<file path="src/rtl/pit_io_frontend.sv">
// pit_io_frontend
// Bus-side front end for a three-channel 8254 PIT model: decodes I/O accesses
// to ports 0x40-0x43 into registered one-cycle per-channel strobes, returns
// channel read data, and derives the nominal counter clock from the system
// clock with a fractional accumulator.

module pit_io_frontend #(
    parameter int unsigned CLK_HZ = 30000000,
    parameter int unsigned PIT_HZ = 1193182
) (
    input  logic       clk,
    input  logic       rst,
    input  logic [1:0] io_address,
    input  logic       io_read,
    input  logic       io_write,
    input  logic [7:0] io_writedata,
    output logic       io_waitrequest,
    output logic [7:0] io_readdata,
    output logic       io_readdatavalid,
    input  logic [7:0] ch_data_out0,
    input  logic [7:0] ch_data_out1,
    input  logic [7:0] ch_data_out2,
    output logic [7:0] ch_data_in,
    output logic [2:0] ch_set_control_mode,
    output logic [2:0] ch_latch_count,
    output logic [2:0] ch_latch_status,
    output logic [2:0] ch_write,
    output logic [2:0] ch_read,
    output logic       pit_clock
);

    // Accumulator increment and wrap value; two toggles per counter period.
    localparam logic [31:0] STEP  = 32'(2 * PIT_HZ);
    localparam logic [31:0] LIMIT = 32'(CLK_HZ);

    logic       busy_q,      busy_d;
    logic [7:0] readdata_q,  readdata_d;
    logic       rdvalid_q,   rdvalid_d;
    logic [7:0] datain_q,    datain_d;
    logic [2:0] mode_q,      mode_d;
    logic [2:0] latchCnt_q,  latchCnt_d;
    logic [2:0] latchStat_q, latchStat_d;
    logic [2:0] chWrite_q,   chWrite_d;
    logic [2:0] chRead_q,    chRead_d;
    logic [31:0] acc_q,      acc_d;
    logic        pitClk_q,   pitClk_d;
    logic [31:0] accSum;
    logic        accept;

    // Selects one of the three channels; code 3 selects none.
    function automatic logic [2:0] oneHot(input logic [1:0] sel);
        case (sel)
            2'd0:    oneHot = 3'b001;
            2'd1:    oneHot = 3'b010;
            2'd2:    oneHot = 3'b100;
            default: oneHot = 3'b000;
        endcase
    endfunction

    // The busy cycle after every accept guarantees a low cycle between strobes.
    assign accept = (io_read | io_write) & ~busy_q;

    // Decode an accepted access into next-cycle strobes and read data.
    always_comb begin
        busy_d      = accept;
        readdata_d  = readdata_q;
        rdvalid_d   = 1'b0;
        datain_d    = datain_q;
        mode_d      = 3'b000;
        latchCnt_d  = 3'b000;
        latchStat_d = 3'b000;
        chWrite_d   = 3'b000;
        chRead_d    = 3'b000;
        if (accept) begin
            if (io_write) begin
                datain_d = io_writedata;
                if (io_address != 2'd3) begin
                    chWrite_d = oneHot(io_address);
                end else if (io_writedata[7:6] != 2'd3) begin
                    if (io_writedata[5:4] == 2'b00) begin
                        latchCnt_d = oneHot(io_writedata[7:6]);
                    end else begin
                        mode_d = oneHot(io_writedata[7:6]);
                    end
                end else begin
                    if (!io_writedata[5]) begin
                        latchCnt_d = io_writedata[3:1];
                    end
                    if (!io_writedata[4]) begin
                        latchStat_d = io_writedata[3:1];
                    end
                end
            end else begin
                rdvalid_d = 1'b1;
                chRead_d  = oneHot(io_address);
                case (io_address)
                    2'd0:    readdata_d = ch_data_out0;
                    2'd1:    readdata_d = ch_data_out1;
                    2'd2:    readdata_d = ch_data_out2;
                    default: readdata_d = 8'hFF;
                endcase
            end
        end
    end

    // Fractional divider: toggle whenever the accumulator passes the system rate.
    always_comb begin
        accSum   = acc_q + STEP;
        acc_d    = accSum;
        pitClk_d = pitClk_q;
        if (accSum >= LIMIT) begin
            acc_d    = accSum - LIMIT;
            pitClk_d = ~pitClk_q;
        end
    end

    // All bus-side and clock-generator state, cleared asynchronously.
    always_ff @(posedge clk or posedge rst) begin
        if (rst) begin
            busy_q      <= 1'b0;
            readdata_q  <= 8'h00;
            rdvalid_q   <= 1'b0;
            datain_q    <= 8'h00;
            mode_q      <= 3'b000;
            latchCnt_q  <= 3'b000;
            latchStat_q <= 3'b000;
            chWrite_q   <= 3'b000;
            chRead_q    <= 3'b000;
            acc_q       <= 32'd0;
            pitClk_q    <= 1'b0;
        end else begin
            busy_q      <= busy_d;
            readdata_q  <= readdata_d;
            rdvalid_q   <= rdvalid_d;
            datain_q    <= datain_d;
            mode_q      <= mode_d;
            latchCnt_q  <= latchCnt_d;
            latchStat_q <= latchStat_d;
            chWrite_q   <= chWrite_d;
            chRead_q    <= chRead_d;
            acc_q       <= acc_d;
            pitClk_q    <= pitClk_d;
        end
    end

    assign io_waitrequest      = busy_q;
    assign io_readdata         = readdata_q;
    assign io_readdatavalid    = rdvalid_q;
    assign ch_data_in          = datain_q;
    assign ch_set_control_mode = mode_q;
    assign ch_latch_count      = latchCnt_q;
    assign ch_latch_status     = latchStat_q;
    assign ch_write            = chWrite_q;
    assign ch_read             = chRead_q;
    assign pit_clock           = pitClk_q;

endmodule
</file>
<file path="config.mk">
export PLATFORM = sky130hd
export DESIGN_NAME = pit_io_frontend
export DESIGN_NICKNAME = d
export VERILOG_FILES = /design/src/rtl/pit_io_frontend.sv
export SDC_FILE = /design/constraint.sdc
export NUM_CORES = 1
export LEC_CHECK = 0
export ABC_AREA = 1
export CAP_MARGIN = 20
export CELL_PAD_IN_SITES_DETAIL_PLACEMENT = 0
export CELL_PAD_IN_SITES_GLOBAL_PLACEMENT = 1
export CORE_ASPECT_RATIO = 1.25
export CORE_UTILIZATION = 39
export CTS_CLUSTER_DIAMETER = 80
export DETAILED_ROUTE_END_ITERATION = 10
export PLACE_DENSITY_LB_ADDON = 0.1
export SETUP_SLACK_MARGIN = 0.3
export SYNTH_ARGS = -nofsm -noshare
export SYNTH_HDL_FRONTEND = slang
export SYNTH_SLANG_ARGS = --single-unit
export TNS_END_PERCENT = 1
</file>
<file path="constraint.sdc">
create_clock -name clk -period 2.75 [get_ports clk]
set_input_delay 0.4125 -clock clk [delete_from_list [all_inputs] [get_ports clk]]
set_output_delay 0.4125 -clock clk [all_outputs]
set_load 0.005 [all_outputs]
</file>
==> results.sh <==
export IMPL_switching_share_pct=23.5
export IMPL_multiInputGateArea_mm2=0.00324
export IMPL_report_final_hold_viol_count=0
export IMPL_cellPowerDensity_mw_per_mm2=356
export IMPL_synth_compound_area_share_pct=8.51
export IMPL_rsz0062_at_grt="yes"
export IMPL_reg2reg_depth=15
export IMPL_maxSlewViolCount=0
export IMPL_synth_xor_area_share_pct=2.62
export IMPL_end_kind="flip-flop"
export IMPL_reg2reg_slack_ns=0.18
export IMPL_p_leak_nw=3.40
export IMPL_internal_power_mw=1.92
export IMPL_cpMostUsedCell="nand2_4"
export IMPL_insertion_delay_ns=0.34
export IMPL_min_from="acc_q[2]"
export IMPL_synth_nets=801
export IMPL_avgViaCountPerCell=5.09
export IMPL_path_clk_slew_ns=0.06
export IMPL_slew_limit_headroom_pct=54.5
export IMPL_worstPathRequired_ns=3.03
export IMPL_num_io_pins=72
export IMPL_clock_sinks=64
export IMPL_cts_tree="yes"
export IMPL_grt_pass1_wl_um=25400
export IMPL_fp_dieArea_mm2=0.0131
export IMPL_n_antenna_cell=0
export IMPL_layout_drive_gt1_share_pct=28.0
export IMPL_path_buf_inv=4
export IMPL_synth_mux_area_share_pct=0
export IMPL_areaGrowthSynthToFinish_pct=43.5
export IMPL_grt_max_degree=36
export IMPL_crit_type="reg2reg"
export IMPL_setup_worst_path_start_class="flip-flop"
export IMPL_worstPathMaxFanout=8
export IMPL_hold_class="reg2reg"
export IMPL_ys_seq_elements=64
export IMPL_start_util_pct=40.2
export IMPL_fin_crit_sh_pct=93.6
export IMPL_drt_iter0_markers=294
export IMPL_max_stage_delay_ns=0.43
export IMPL_coreArea_mm2=0.0122
export IMPL_place_inst=1003
export IMPL_crit_chain="inv_2, nand2_4, nor2_4, buf_4, a21boi_4, nand2_4, xor2_4, nor2_4, a21oi_4, nand4_1, nand2_4, buf_12, clkbuf_16, nand3_2, nand2_1"
export IMPL_fin_crit_ns=2.57
export IMPL_fillCellCount=1241
export IMPL_power_mw=2.51
export IMPL_pwr_share_clk_pct=46.7
export IMPL_cts_max_path_buffers=2
export IMPL_hold_end="acc_q[2]"
export IMPL_wl_per_cell_um=15.4
export IMPL_layout_common_cells="nand2_1, inv_1, nor2_1"
export IMPL_cap_viol_max_count=0
export IMPL_avgSynthCellArea_um2=6.45
export IMPL_timing_fmax_mhz=389
export IMPL_synth_seq_area_share_pct=32.6
export IMPL_num_vias=5426
export IMPL_seq_power_share_pct=41.0
export IMPL_grt_pass1_vias=5308
export IMPL_worst_pin_slew_ns=0.681
export IMPL_syn_area_mm2=0.00491
export IMPL_ant_nets=0
export IMPL_r2r_end="acc_q[14]"
export IMPL_synth_top_family_by_area="simple AND/OR/NAND/NOR gates"
export IMPL_synth_cells=761
export IMPL_numCtsBuffers=9
export IMPL_die_h_um=127
export IMPL_pwr_share_comb_pct=12.3
export IMPL_grt_ovfl_total=0
export IMPL_synth_distinct_cells=37
export IMPL_layout_commonest_cell="nand2_1"
export IMPL_irDropWorstVdd_v=0.000301
export IMPL_antenna_found_initial=0
export IMPL_dr_pass1_iters=7
export IMPL_setup_viol=0
export IMPL_nets=937
export IMPL_drcViolationCount=0
export IMPL_arrival_ns=2.85
export IMPL_die_w_um=102
export IMPL_fin_skew_ns=0.00930
export IMPL_outcome="complete, no violations"
export IMPL_cp_slowest_cell="dfrtp_1"
export IMPL_htree_levels=3
export IMPL_hpwl_um=12200
export IMPL_cts_root_buf="clkbuf_16"
export IMPL_grt_usage_pct=25.8
export IMPL_drt_total_wl_um=16400
export IMPL_place_congestion=0.921
export IMPL_synthAdderAreaFrac_pct=0.509
export IMPL_holdPathStages=1
export IMPL_yosys_area_share_simple_pct=46.5
export IMPL_portBuffers=71
export IMPL_num_rows=45
export IMPL_regArea_mm2=0.00161
export IMPL_power_net_switching_mw=0.591
export IMPL_ys_warnings_count=0
export IMPL_cp_top_family="simple AND/OR/NAND/NOR gates"
export IMPL_rr_startpoint="acc_q[11]"
export IMPL_instances_no_fill=1066
## power by group through the flow
stage | Combinational (mW) | Clock, mW | Sequential (mW)
after global placement | 0.312 | 0 | 1.04
final | 0.308 | 1.17 | 1.03
after CTS | 0.314 | 1.19 | 1.03
after global routing | 0.343 | 1.24 | 1.04
after detailed placement | 0.313 | 0 | 1.04
after floorplan | 0.102 | 0 | 1.05
## layer usage
layer / up-vias / track usage [%] / share of wire (%)
li1: 2660 / - / -
met1: 2527 / 28.6 / 38
met2: 184 / 45.0 / 52
met3: 55 / 6.35 / 5.8
met4: 0 / 13.4 / 4.6
met5: - / 0 / 0
## metrics by stage
| step | worst slack (ns) | hold slack (ns) | util, % | instance area (um^2) | setup TNS [ns] |
|---|---|---|---|---|---|
| 6_report | 0.177 | 0.431 | 57.7 | 7050 | 0 |
| 5_1_grt | 0.0751 | 0.445 | 57.7 | 7050 | 0 |
| 4_1_cts | 0.249 | 0.437 | 53.3 | 6520 | 0 |
| 3_5_place_dp | -0.00709 | 0.429 | 48.2 | 5890 | -0.0122 |
| 3_3_place_gp | -0.00136 | 0.434 | 48.2 | 5890 | -0.00136 |
| 2_1_floorplan | 0.541 | 0.419 | - | 4910 | 0 |
## area by class of cell
| class | count | share of cell area (%) |
|---|---|---|
| flip-flops and latches | 64 | 22.9 |
| clock inverters | 6 | 0.959 |
| clock buffers | 10 | 3.39 |
| inverters | 99 | 5.36 |
| well taps | 164 | 2.91 |
| repair buffers | 134 | 18.5 |
| multi-input cells | 589 | 46.0 |
## cell usage after synthesis
| cell | instances | area (um^2) |
|---|---|---|
| nor3_1 | 7 | 35.0 |
| a31oi_1 | 5 | 31.3 |
| nand3b_1 | 4 | 30.0 |
| xor2_1 | 10 | 87.6 |
| nor4_1 | 1 | 6.26 |
| nor2_1 | 98 | 368 |
| buf_12 | 2 | 40.0 |
| nor2_2 | 8 | 50.1 |
| nor2_8 | 1 | 20.0 |
| inv_1 | 78 | 293 |
| clkinv_1 | 3 | 11.3 |
| o21a_1 | 1 | 7.51 |
| inv_2 | 18 | 67.6 |
| dfrtp_1 | 64 | 1600 |
| buf_4 | 2 | 15.0 |
| a21oi_2 | 1 | 8.76 |
| nand3_2 | 13 | 130 |
| nor2_4 | 3 | 33.8 |
| a21boi_2 | 1 | 11.3 |
| nand2_1 | 250 | 938 |
| o21ai_2 | 6 | 52.6 |
| nand4_1 | 10 | 62.6 |
| a21oi_1 | 21 | 105 |
| and2_1 | 1 | 6.26 |
| or2_2 | 3 | 18.8 |
| nand3_1 | 70 | 350 |
| buf_6 | 1 | 11.3 |
| xor2_2 | 2 | 32.5 |
| xnor2_1 | 1 | 8.76 |
| nand2_2 | 36 | 225 |
| a2111oi_0 | 1 | 8.76 |
| a2bb2oi_1 | 8 | 70.1 |
| o21ai_0 | 23 | 115 |
| o21bai_1 | 1 | 7.51 |
| nand2_4 | 1 | 11.3 |
| ha_1 | 2 | 25.0 |
| clkbuf_1 | 4 | 15.0 |
## how the worst max path moves through the flow
stage / from / to / slack [ns] / cells after the start
after floorplan: acc_q[2] / acc_q[23] / 0.54 / 19
after global placement: acc_q[2] / acc_q[8] / -0.001 / 16
after detailed placement: acc_q[2] / acc_q[13] / -0.007 / 17
after CTS: acc_q[14] / acc_q[27] / 0.25 / 16
after global routing: acc_q[11] / acc_q[30] / 0.08 / 16
final: acc_q[11] / acc_q[14] / 0.18 / 15
## registers in the layout, indices dropped and copies added (netlist names)
signal               flops
ch_data_in               8
ch_latch_status          3
io_readdata              8
acc_q                   30
ch_write                 3
pit_clock                1
io_waitrequest           1
ch_set_control_mode      3
ch_latch_count           3
io_readdatavalid         1
ch_read                  3
## kinds of logic (layout without fill, tap and decap cells)
group / count (synthesis) / in the layout
flip-flops: 64 / 64
AO/OA/AOI/OAI: 68 / 68
buffers and inverters: 108 / 249
XOR/XNOR: 13 / 13
adder cells (fa/ha/maj): 2 / 2
AND/OR/NAND/NOR: 506 / 506
## timing repair
item | 4_1_cts | 5_1_grt
endpoints found under the setup margin | 26 | 26
hold buffers | 0 | 0
pin swaps | 16 | 34
setup buffers | 21 | 22
cloned | 1 | 3
resized for setup | 37 | 82
(Power assumes the default switching activity.)
